**src/rtl/axi4_rdwr_pipe_stage.sv**
```systemverilog
// AXI4 register slice: one 2-entry skid buffer per channel (AW, W, B, AR, R).
// MODE picks which halves exist; absent halves are tied off to idle.

module axi4_skid_slice #(
  parameter int WIDTH = 8
) (
  input  logic             clk,
  input  logic             rst_n,
  input  logic [WIDTH-1:0] in_pl,
  input  logic             in_valid,
  output logic             in_ready,
  output logic [WIDTH-1:0] out_pl,
  output logic             out_valid,
  input  logic             out_ready
);

  typedef enum logic [1:0] {
    ST_EMPTY,
    ST_ONE,
    ST_FULL
  } state_t;

  state_t           state_reg, state_next;
  logic [WIDTH-1:0] m_pl_reg, m_pl_next;
  logic [WIDTH-1:0] s_pl_reg, s_pl_next;
  logic             in_ready_reg;
  logic             out_valid_reg;
  logic             in_fire;
  logic             out_fire;

  assign in_fire  = in_valid & in_ready_reg;
  assign out_fire = out_valid_reg & out_ready;

  always_comb begin
    state_next = state_reg;
    m_pl_next  = m_pl_reg;
    s_pl_next  = s_pl_reg;
    case (state_reg)
      ST_EMPTY: begin
        if (in_fire) begin
          m_pl_next  = in_pl;
          state_next = ST_ONE;
        end
      end
      ST_ONE: begin
        if (in_fire && out_fire) begin
          m_pl_next = in_pl;
        end else if (in_fire) begin
          // Output stalled: park the new beat in the skid register.
          s_pl_next  = in_pl;
          state_next = ST_FULL;
        end else if (out_fire) begin
          state_next = ST_EMPTY;
        end
      end
      ST_FULL: begin
        if (out_fire) begin
          m_pl_next  = s_pl_reg;
          s_pl_next  = '0;
          state_next = ST_ONE;
        end
      end
      default: begin
        state_next = ST_EMPTY;
      end
    endcase
  end

  // Flags are registered from the next state so no valid->ready path exists.
  always_ff @(posedge clk or negedge rst_n) begin
    if (!rst_n) begin
      state_reg     <= ST_EMPTY;
      m_pl_reg      <= '0;
      s_pl_reg      <= '0;
      in_ready_reg  <= 1'b1;
      out_valid_reg <= 1'b0;
    end else begin
      state_reg     <= state_next;
      m_pl_reg      <= m_pl_next;
      s_pl_reg      <= s_pl_next;
      in_ready_reg  <= (state_next != ST_FULL);
      out_valid_reg <= (state_next != ST_EMPTY);
    end
  end

  assign in_ready  = in_ready_reg;
  assign out_valid = out_valid_reg;
  assign out_pl    = m_pl_reg;

endmodule

module axi4_rdwr_pipe_stage #(
  parameter string MODE   = "BOTH",
  parameter int    IDSIZE = 4,
  parameter int    ASIZE  = 32,
  parameter int    LSIZE  = 8,
  parameter int    DSIZE  = 64
) (
  input  logic                            axi_aclk,
  input  logic                            axi_aresetn,
  // AW
  input  logic [IDSIZE+ASIZE+LSIZE+5-1:0] s_aw_pl,
  input  logic                            s_awvalid,
  output logic                            s_awready,
  output logic [IDSIZE+ASIZE+LSIZE+5-1:0] m_aw_pl,
  output logic                            m_awvalid,
  input  logic                            m_awready,
  // W
  input  logic [DSIZE+DSIZE/8+1-1:0]      s_w_pl,
  input  logic                            s_wvalid,
  output logic                            s_wready,
  output logic [DSIZE+DSIZE/8+1-1:0]      m_w_pl,
  output logic                            m_wvalid,
  input  logic                            m_wready,
  // B
  input  logic [IDSIZE+2-1:0]             m_b_pl,
  input  logic                            m_bvalid,
  output logic                            m_bready,
  output logic [IDSIZE+2-1:0]             s_b_pl,
  output logic                            s_bvalid,
  input  logic                            s_bready,
  // AR
  input  logic [IDSIZE+ASIZE+LSIZE+5-1:0] s_ar_pl,
  input  logic                            s_arvalid,
  output logic                            s_arready,
  output logic [IDSIZE+ASIZE+LSIZE+5-1:0] m_ar_pl,
  output logic                            m_arvalid,
  input  logic                            m_arready,
  // R
  input  logic [IDSIZE+DSIZE+3-1:0]       m_r_pl,
  input  logic                            m_rvalid,
  output logic                            m_rready,
  output logic [IDSIZE+DSIZE+3-1:0]       s_r_pl,
  output logic                            s_rvalid,
  input  logic                            s_rready
);

  localparam int AW_W = IDSIZE + ASIZE + LSIZE + 5;
  localparam int W_W  = DSIZE + DSIZE / 8 + 1;
  localparam int B_W  = IDSIZE + 2;
  localparam int R_W  = IDSIZE + DSIZE + 3;

  localparam bit BUILD_WR = (MODE == "BOTH") || (MODE == "ONLY_WRITE");
  localparam bit BUILD_RD = (MODE == "BOTH") || (MODE == "ONLY_READ");

  generate
    if (!BUILD_WR && !BUILD_RD) begin : g_bad_mode
      $error("axi4_rdwr_pipe_stage: unsupported MODE \"%s\"", MODE);
    end
  endgenerate

  generate
    if (BUILD_WR) begin : g_wr
      axi4_skid_slice #(.WIDTH(AW_W)) u_aw (
        .clk       (axi_aclk),
        .rst_n     (axi_aresetn),
        .in_pl     (s_aw_pl),
        .in_valid  (s_awvalid),
        .in_ready  (s_awready),
        .out_pl    (m_aw_pl),
        .out_valid (m_awvalid),
        .out_ready (m_awready)
      );

      axi4_skid_slice #(.WIDTH(W_W)) u_w (
        .clk       (axi_aclk),
        .rst_n     (axi_aresetn),
        .in_pl     (s_w_pl),
        .in_valid  (s_wvalid),
        .in_ready  (s_wready),
        .out_pl    (m_w_pl),
        .out_valid (m_wvalid),
        .out_ready (m_wready)
      );

      // Response flows slave -> master.
      axi4_skid_slice #(.WIDTH(B_W)) u_b (
        .clk       (axi_aclk),
        .rst_n     (axi_aresetn),
        .in_pl     (m_b_pl),
        .in_valid  (m_bvalid),
        .in_ready  (m_bready),
        .out_pl    (s_b_pl),
        .out_valid (s_bvalid),
        .out_ready (s_bready)
      );
    end else begin : g_no_wr
      logic unused_wr;
      assign unused_wr = ^{s_aw_pl, s_awvalid, m_awready, s_w_pl, s_wvalid,
                           m_wready, m_b_pl, m_bvalid, s_bready};
      assign s_awready = 1'b0;
      assign m_aw_pl   = '0;
      assign m_awvalid = 1'b0;
      assign s_wready  = 1'b0;
      assign m_w_pl    = '0;
      assign m_wvalid  = 1'b0;
      assign m_bready  = 1'b0;
      assign s_b_pl    = '0;
      assign s_bvalid  = 1'b0;
    end
  endgenerate

  generate
    if (BUILD_RD) begin : g_rd
      axi4_skid_slice #(.WIDTH(AW_W)) u_ar (
        .clk       (axi_aclk),
        .rst_n     (axi_aresetn),
        .in_pl     (s_ar_pl),
        .in_valid  (s_arvalid),
        .in_ready  (s_arready),
        .out_pl    (m_ar_pl),
        .out_valid (m_arvalid),
        .out_ready (m_arready)
      );

      axi4_skid_slice #(.WIDTH(R_W)) u_r (
        .clk       (axi_aclk),
        .rst_n     (axi_aresetn),
        .in_pl     (m_r_pl),
        .in_valid  (m_rvalid),
        .in_ready  (m_rready),
        .out_pl    (s_r_pl),
        .out_valid (s_rvalid),
        .out_ready (s_rready)
      );
    end else begin : g_no_rd
      logic unused_rd;
      assign unused_rd = ^{s_ar_pl, s_arvalid, m_arready, m_r_pl, m_rvalid, s_rready};
      assign s_arready = 1'b0;
      assign m_ar_pl   = '0;
      assign m_arvalid = 1'b0;
      assign m_rready  = 1'b0;
      assign s_r_pl    = '0;
      assign s_rvalid  = 1'b0;
    end
  endgenerate

endmodule

```
**config.mk**
```make
export PLATFORM = sky130hd
export DESIGN_NAME = axi4_rdwr_pipe_stage
export DESIGN_NICKNAME = d
export VERILOG_FILES = /design/src/rtl/axi4_rdwr_pipe_stage.sv
export SDC_FILE = /design/constraint.sdc
export NUM_CORES = 1
export LEC_CHECK = 0
export ABC_AREA = 1
export CAP_MARGIN = 20
export CORE_ASPECT_RATIO = 0.5
export CORE_MARGIN = 2
export CORE_UTILIZATION = 51
export DETAILED_ROUTE_END_ITERATION = 7
export GPL_ROUTABILITY_DRIVEN = 0
export GPL_TIMING_DRIVEN = 0
export PLACE_DENSITY = 0.81
export SYNTH_ARGS = -nofsm -noshare
export SYNTH_HDL_FRONTEND = slang
export SYNTH_SLANG_ARGS = --single-unit
```
**constraint.sdc**
```tcl
create_clock -name axi_aclk -period 1.7 [get_ports axi_aclk]
set_input_delay 0.255 -clock axi_aclk [delete_from_list [all_inputs] [get_ports axi_aclk]]
set_output_delay 0.255 -clock axi_aclk [all_outputs]
set_load 0.05 [all_outputs]
```
After elaboration in Yosys (flattened, before gate mapping)
Index checks and enable logic that the tools add are counted.

word-level totals
  input port bits = 260
  logic and storage cells = 175
  output and inout bits = 258
  flip-flop bits (word level) = 516

cells by class
  bitwise gates (word level) = 10
  reductions and logical operators = 35
  mux-type cells = 65
  equal/unequal tests = 40

operators with widths
  operator                                               number
  2-to-1 mux 49 bit                                      10
  2-to-1 mux 73 bit                                      5
  2-to-1 mux 71 bit                                      5
  one-hot mux 49 bit (3 select lines)                    2
  one-hot mux 73 bit (3 select lines)                    1
  one-hot mux 71 bit (3 select lines)                    1
  one-hot mux 49 bit (2 select lines)                    2
  one-hot mux 73 bit (2 select lines)                    1
  one-hot mux 71 bit (2 select lines)                    1
  2-to-1 mux 2 bit                                       25
  inequality test 2 x 1 -> 1 bit, second input constant  20
  AND reduction 4 bit                                    10
  2-to-1 mux 6 bit                                       5
  one-hot mux 2 bit (3 select lines)                     5
  inequality test 2 bit, second input constant           10
  nonzero test 2 bit                                     10
  one-hot mux 6 bit (3 select lines)                     1
  nonzero test 3 bit                                     5
  one-hot mux 6 bit (2 select lines)                     1
  AND 1 bit                                              10
  equality test 2 x 1 -> 1 bit, second input constant    5
  equality test 2 bit, second input constant             5
  logical NOT 2 bit                                      5
  logical AND 1 bit                                      5

Longest topological paths before layout
  word-level depth = 6
  mapped depth = 9
  gate-level depth less buffers = 7

Hierarchy
Synthesis repeated with hierarchy kept, for this count alone.

second synthesis, totals
  cell total of the unflattened synthesis = 3114
  area total of the unflattened synthesis = 24297.1 µm²

by module, submodules not included
  module                            seq. area each (µm²)  area an instance (µm²)  times used  cells an instance
  axi4_skid_slice at g_rd.u_ar ...  2553.7                4803.4                  2           616
  axi4_skid_slice at g_wr.u_w       3754.9                7070.5                  1           908
  axi4_skid_slice at g_rd.u_r       3654.8                6841.6                  1           880
  axi4_skid_slice at g_wr.u_b       401.6                 778.2                   1           94

Least setup slack after synthesis
OpenSTA, ideal clock, no wires.

  path type = reg2reg
  start = reg g_wr.u_aw.in_ready_reg (netlist: g_wr.u_aw.in_ready)
  end = reg g_wr.u_aw.s_pl_reg[38]
  required time = 1582 ps
  setup slack = -31 ps
  buffers on the path = 2
  setup time = 118 ps
  cell stages (with the launch flop) = 8
  data arrival time = 1613 ps
  clock period less this slack = 1731 ps
  path through = dfstp_2 > nand2_1 > nor2_1 > nand2_1 > buf_2 > buf_1 > nand3_1 > nand2_1

on the way
  longest elaborated chain between the ends = 4
  elaborated cells on any way between the ends = 5
  those cells by class = eq/ne: 2; bitwise: 1; reduce/logical: 2

ends and longest elaborated chain
  item                                    RTL line  text
  start: declaration                      26        logic in_ready_reg;
  start signal: assignment                81        in_ready_reg <= (state_next != ST_FULL);
  AND 1 bit *                             31        assign in_fire = in_valid & in_ready_reg;
  logical AND 1 bit                       46        if (in_fire && out_fire) begin
  inequality test 2 bit (no source line)  --
  AND reduction 4 bit (no source line) *  --
  end signal: assignment                  80        s_pl_reg <= s_pl_next;
  end: declaration                        25        logic [WIDTH-1:0] s_pl_reg, s_pl_next;

Mark *: on every way between the ends. The rest lies on a longest branch, timed or not.
A chain may end at the register's enable or synchronous reset.

Worst setup path in the final report
  start = reg g_wr.u_w.m_pl_reg[68] (netlist: g_wr.u_w.out_pl[68])
  end = out m_w_pl[68]

RTL lines
  item                      RTL line  text
  start: declaration        24        logic [WIDTH-1:0] m_pl_reg, m_pl_next;
  start signal: assignment  79        m_pl_reg <= m_pl_next;
  end: declaration          112       output logic [DSIZE+DSIZE/8+1-1:0] m_w_pl,

No word-level cell between the ends.

==> results.ini <==
[die]
row_count=56
die_y_um=157
die_area_mm2=0.0489
coreArea_mm2=0.0467
dieWidth_um=311
pin_count=518
initial_core_util_pct=51.5

[critical_path]
crit_fanout=2
critPathBufInv=1
crit_path_top_delay_cell=clkdlybuf4s15_1
cp-start-kind=register
worstPathCellList=clkdlybuf4s15_1
cp-end-kind=output port
slowest_delay_ns=0.50
critical_path_required_ns=1.44
path_class=register to output port
critical-path-top-delay-family=buffers and inverters
cp.arrival_ns=1.41

[power_and_ir_drop]
ir_drop_uv=1280
powerDensity_mw_per_mm2=2150
leakagePower_nw=16.9

[global_routing]
track_usage_pct=29.7
grt_max_degree=123
grt_pass1_vias=22900
antenna_found_initial=14
overflow=0
grt_pass1_wl_um=119000

[timing]
max_freq_mhz=601
slew-limit-headroom_pct=57.8
maxSlewViolCount=0
finalSetupTns_ns=0
period_share_pct=97.8
worst_slew_pin_slew_ns=0.633
rsz0062_at_grt=true
timing.final.crit_period_ns=1.66
hold_viol_final=105
hold_ws_ns=-0.322
setup_ws_ns=0.0373
setup_viol_count_final=0
finClkSkew_ns=0.0123

[yosys]
synth_cell_type_count=17
ys.flop_type=dfrtp_1
synth_area_leaders=dfrtp_1, nand2_1, nand3_1, nand4_1, clkbuf_1
synthCells=3109
synth_area_per_cell_um2=7.72
synthArstFlopShare_pct=100
ys_warn_count=0
yosys_register_bits=516
yosysSeqAreaShare_pct=53.8
synth_area_leader_cell=dfrtp_1
synth_nets=3369
syn_area_mm2=0.0240
synth_edf_count=0
synth_top_area_share_pct=53.2

[clocking]
cts_buffers=47
clock-sinks=516
tritoncts=built
root_buffer=clkbuf_16
cts.path.max_buffers=3
path_clk_slew_ns=0.07
clk_latency_ns=0.56
htreeDepth=2

[placement]
dpl.hpwl_um=53000
dp_slack_ns=-0.809
placed_cell_area_mm2=0.0301
io_buffer_count=517

[drt]
firstDrtPassIters=8
avgRoutedWirePerCell_um=17.2
wirelength_um=75300
drc=4
vias=24100
antenna_left=0
vias_per_cell=5.50
dr.first_iter.drc_count=2430

[layout]
drive_above_1_share_pct=14.9
nets=3949
fin_area_mm2=0.0320
area_delta_synth_final_pct=33.3
final_common_cell=nand2_1
final_cell_mix=nand2_1, dfrtp_1, nand3_1
fillers=3783

[status]
violations=DRC, hold timing
outcome=finished with violations

[job]
drv_cap=0

[min_path]
hp-class=input port to asynchronous set/reset pin

cells by family (layout without fill, tap and decap cells):
logic type	count (synthesis)	after routing	share of synthesized area, %
AND/OR/NAND/NOR	2302	2302	41.2
buffers and inverters	277	895	4.67
flip-flops	516	516	53.8
other	0	15	0
AO/OA/AOI/OAI	14	14	0.307
report_power, final:
group / switching, mW / internal, mW / leakage (nW) / total [mW]
Clock: 4.81 / 6.72 / 0.821 / 11.5
Sequential: 3.23 / 18.0 / 6.48 / 21.2
Combinational: 25.9 / 10.2 / 9.57 / 36.1
Total: 33.9 / 34.9 / 16.9 / 68.9
routing by layer:
| layer | share of wire, % | GRT usage, % | up-vias |
|---|---|---|---|
| li1 | - | - | 11400 |
| met1 | 39 | 36.8 | 11500 |
| met2 | 49 | 50.1 | 972 |
| met3 | 6.0 | 4.72 | 268 |
| met4 | 5.9 | 17.3 | 0 |
| met5 | 0 | 0 | - |
final timing paths:
path / cells past startpoint / end / slack [ns] / startpoint
min: 1 / g_rd.u_ar.s_pl_reg[45] / -0.32 / axi_aresetn
max reg2reg: 6 / g_wr.u_w.s_pl_reg[59] / 0.04 / g_wr.u_w.in_ready
max in group asynchronous: 3 / g_rd.u_r.state_reg[1] / 0.43 / axi_aresetn
max: 1 / m_w_pl[68] / 0.04 / g_wr.u_w.out_pl[68]
min reg2reg: 2 / g_rd.u_r.out_pl[13] / 0.47 / g_rd.u_r.out_pl[13]
min in group axi_aclk: 3 / g_wr.u_aw.s_pl_reg[1] / 0.28 / s_aw_pl[1]
through the flow:
| stage | util (%) | power [mW] | std cells |
|---|---|---|---|
| 2_1_floorplan | - | 45.2 | 3109 |
| 3_3_place_gp | 64.3 | 56.9 | 4264 |
| 3_5_place_dp | 64.5 | 57.7 | 4268 |
| 4_1_cts | 69.0 | 68.9 | 4365 |
| 5_1_grt | 68.6 | 73.3 | 4379 |
| 6_report | 68.6 | 68.9 | 4380 |
area by class of cell:
class                   instances  area (um^2)  area share [%]
multi-input cells            2316        10100            31.6
well taps                     638          798            2.49
flip-flops and latches        516        12900            40.4
repair buffers                538         5180            16.2
inverters                      28          110           0.344
plain buffers                 242         1170            3.65
clock buffers                  70         1430            4.45
diodes                         15         37.5           0.117
clock inverters                17          240           0.750
synth_stat cells, types with 5 or more instances:
master,instances
dfrtp_1,511
nand2_1,1540
buf_2,66
inv_2,6
nor2_1,8
nand3_1,502
o21ai_1,8
inv_1,22
nand4_1,245
buf_1,14
dfstp_2,5
clkbuf_1,169
timing repair:
item	CTS	global route
gates resized for setup	748	263
gates cloned	0	1
endpoints found under the setup margin	654	583
hold endpoints to repair	105	105
setup buffers	13	3
pin swaps	4	4
Note: power is estimated with default switching activity, not from simulation.
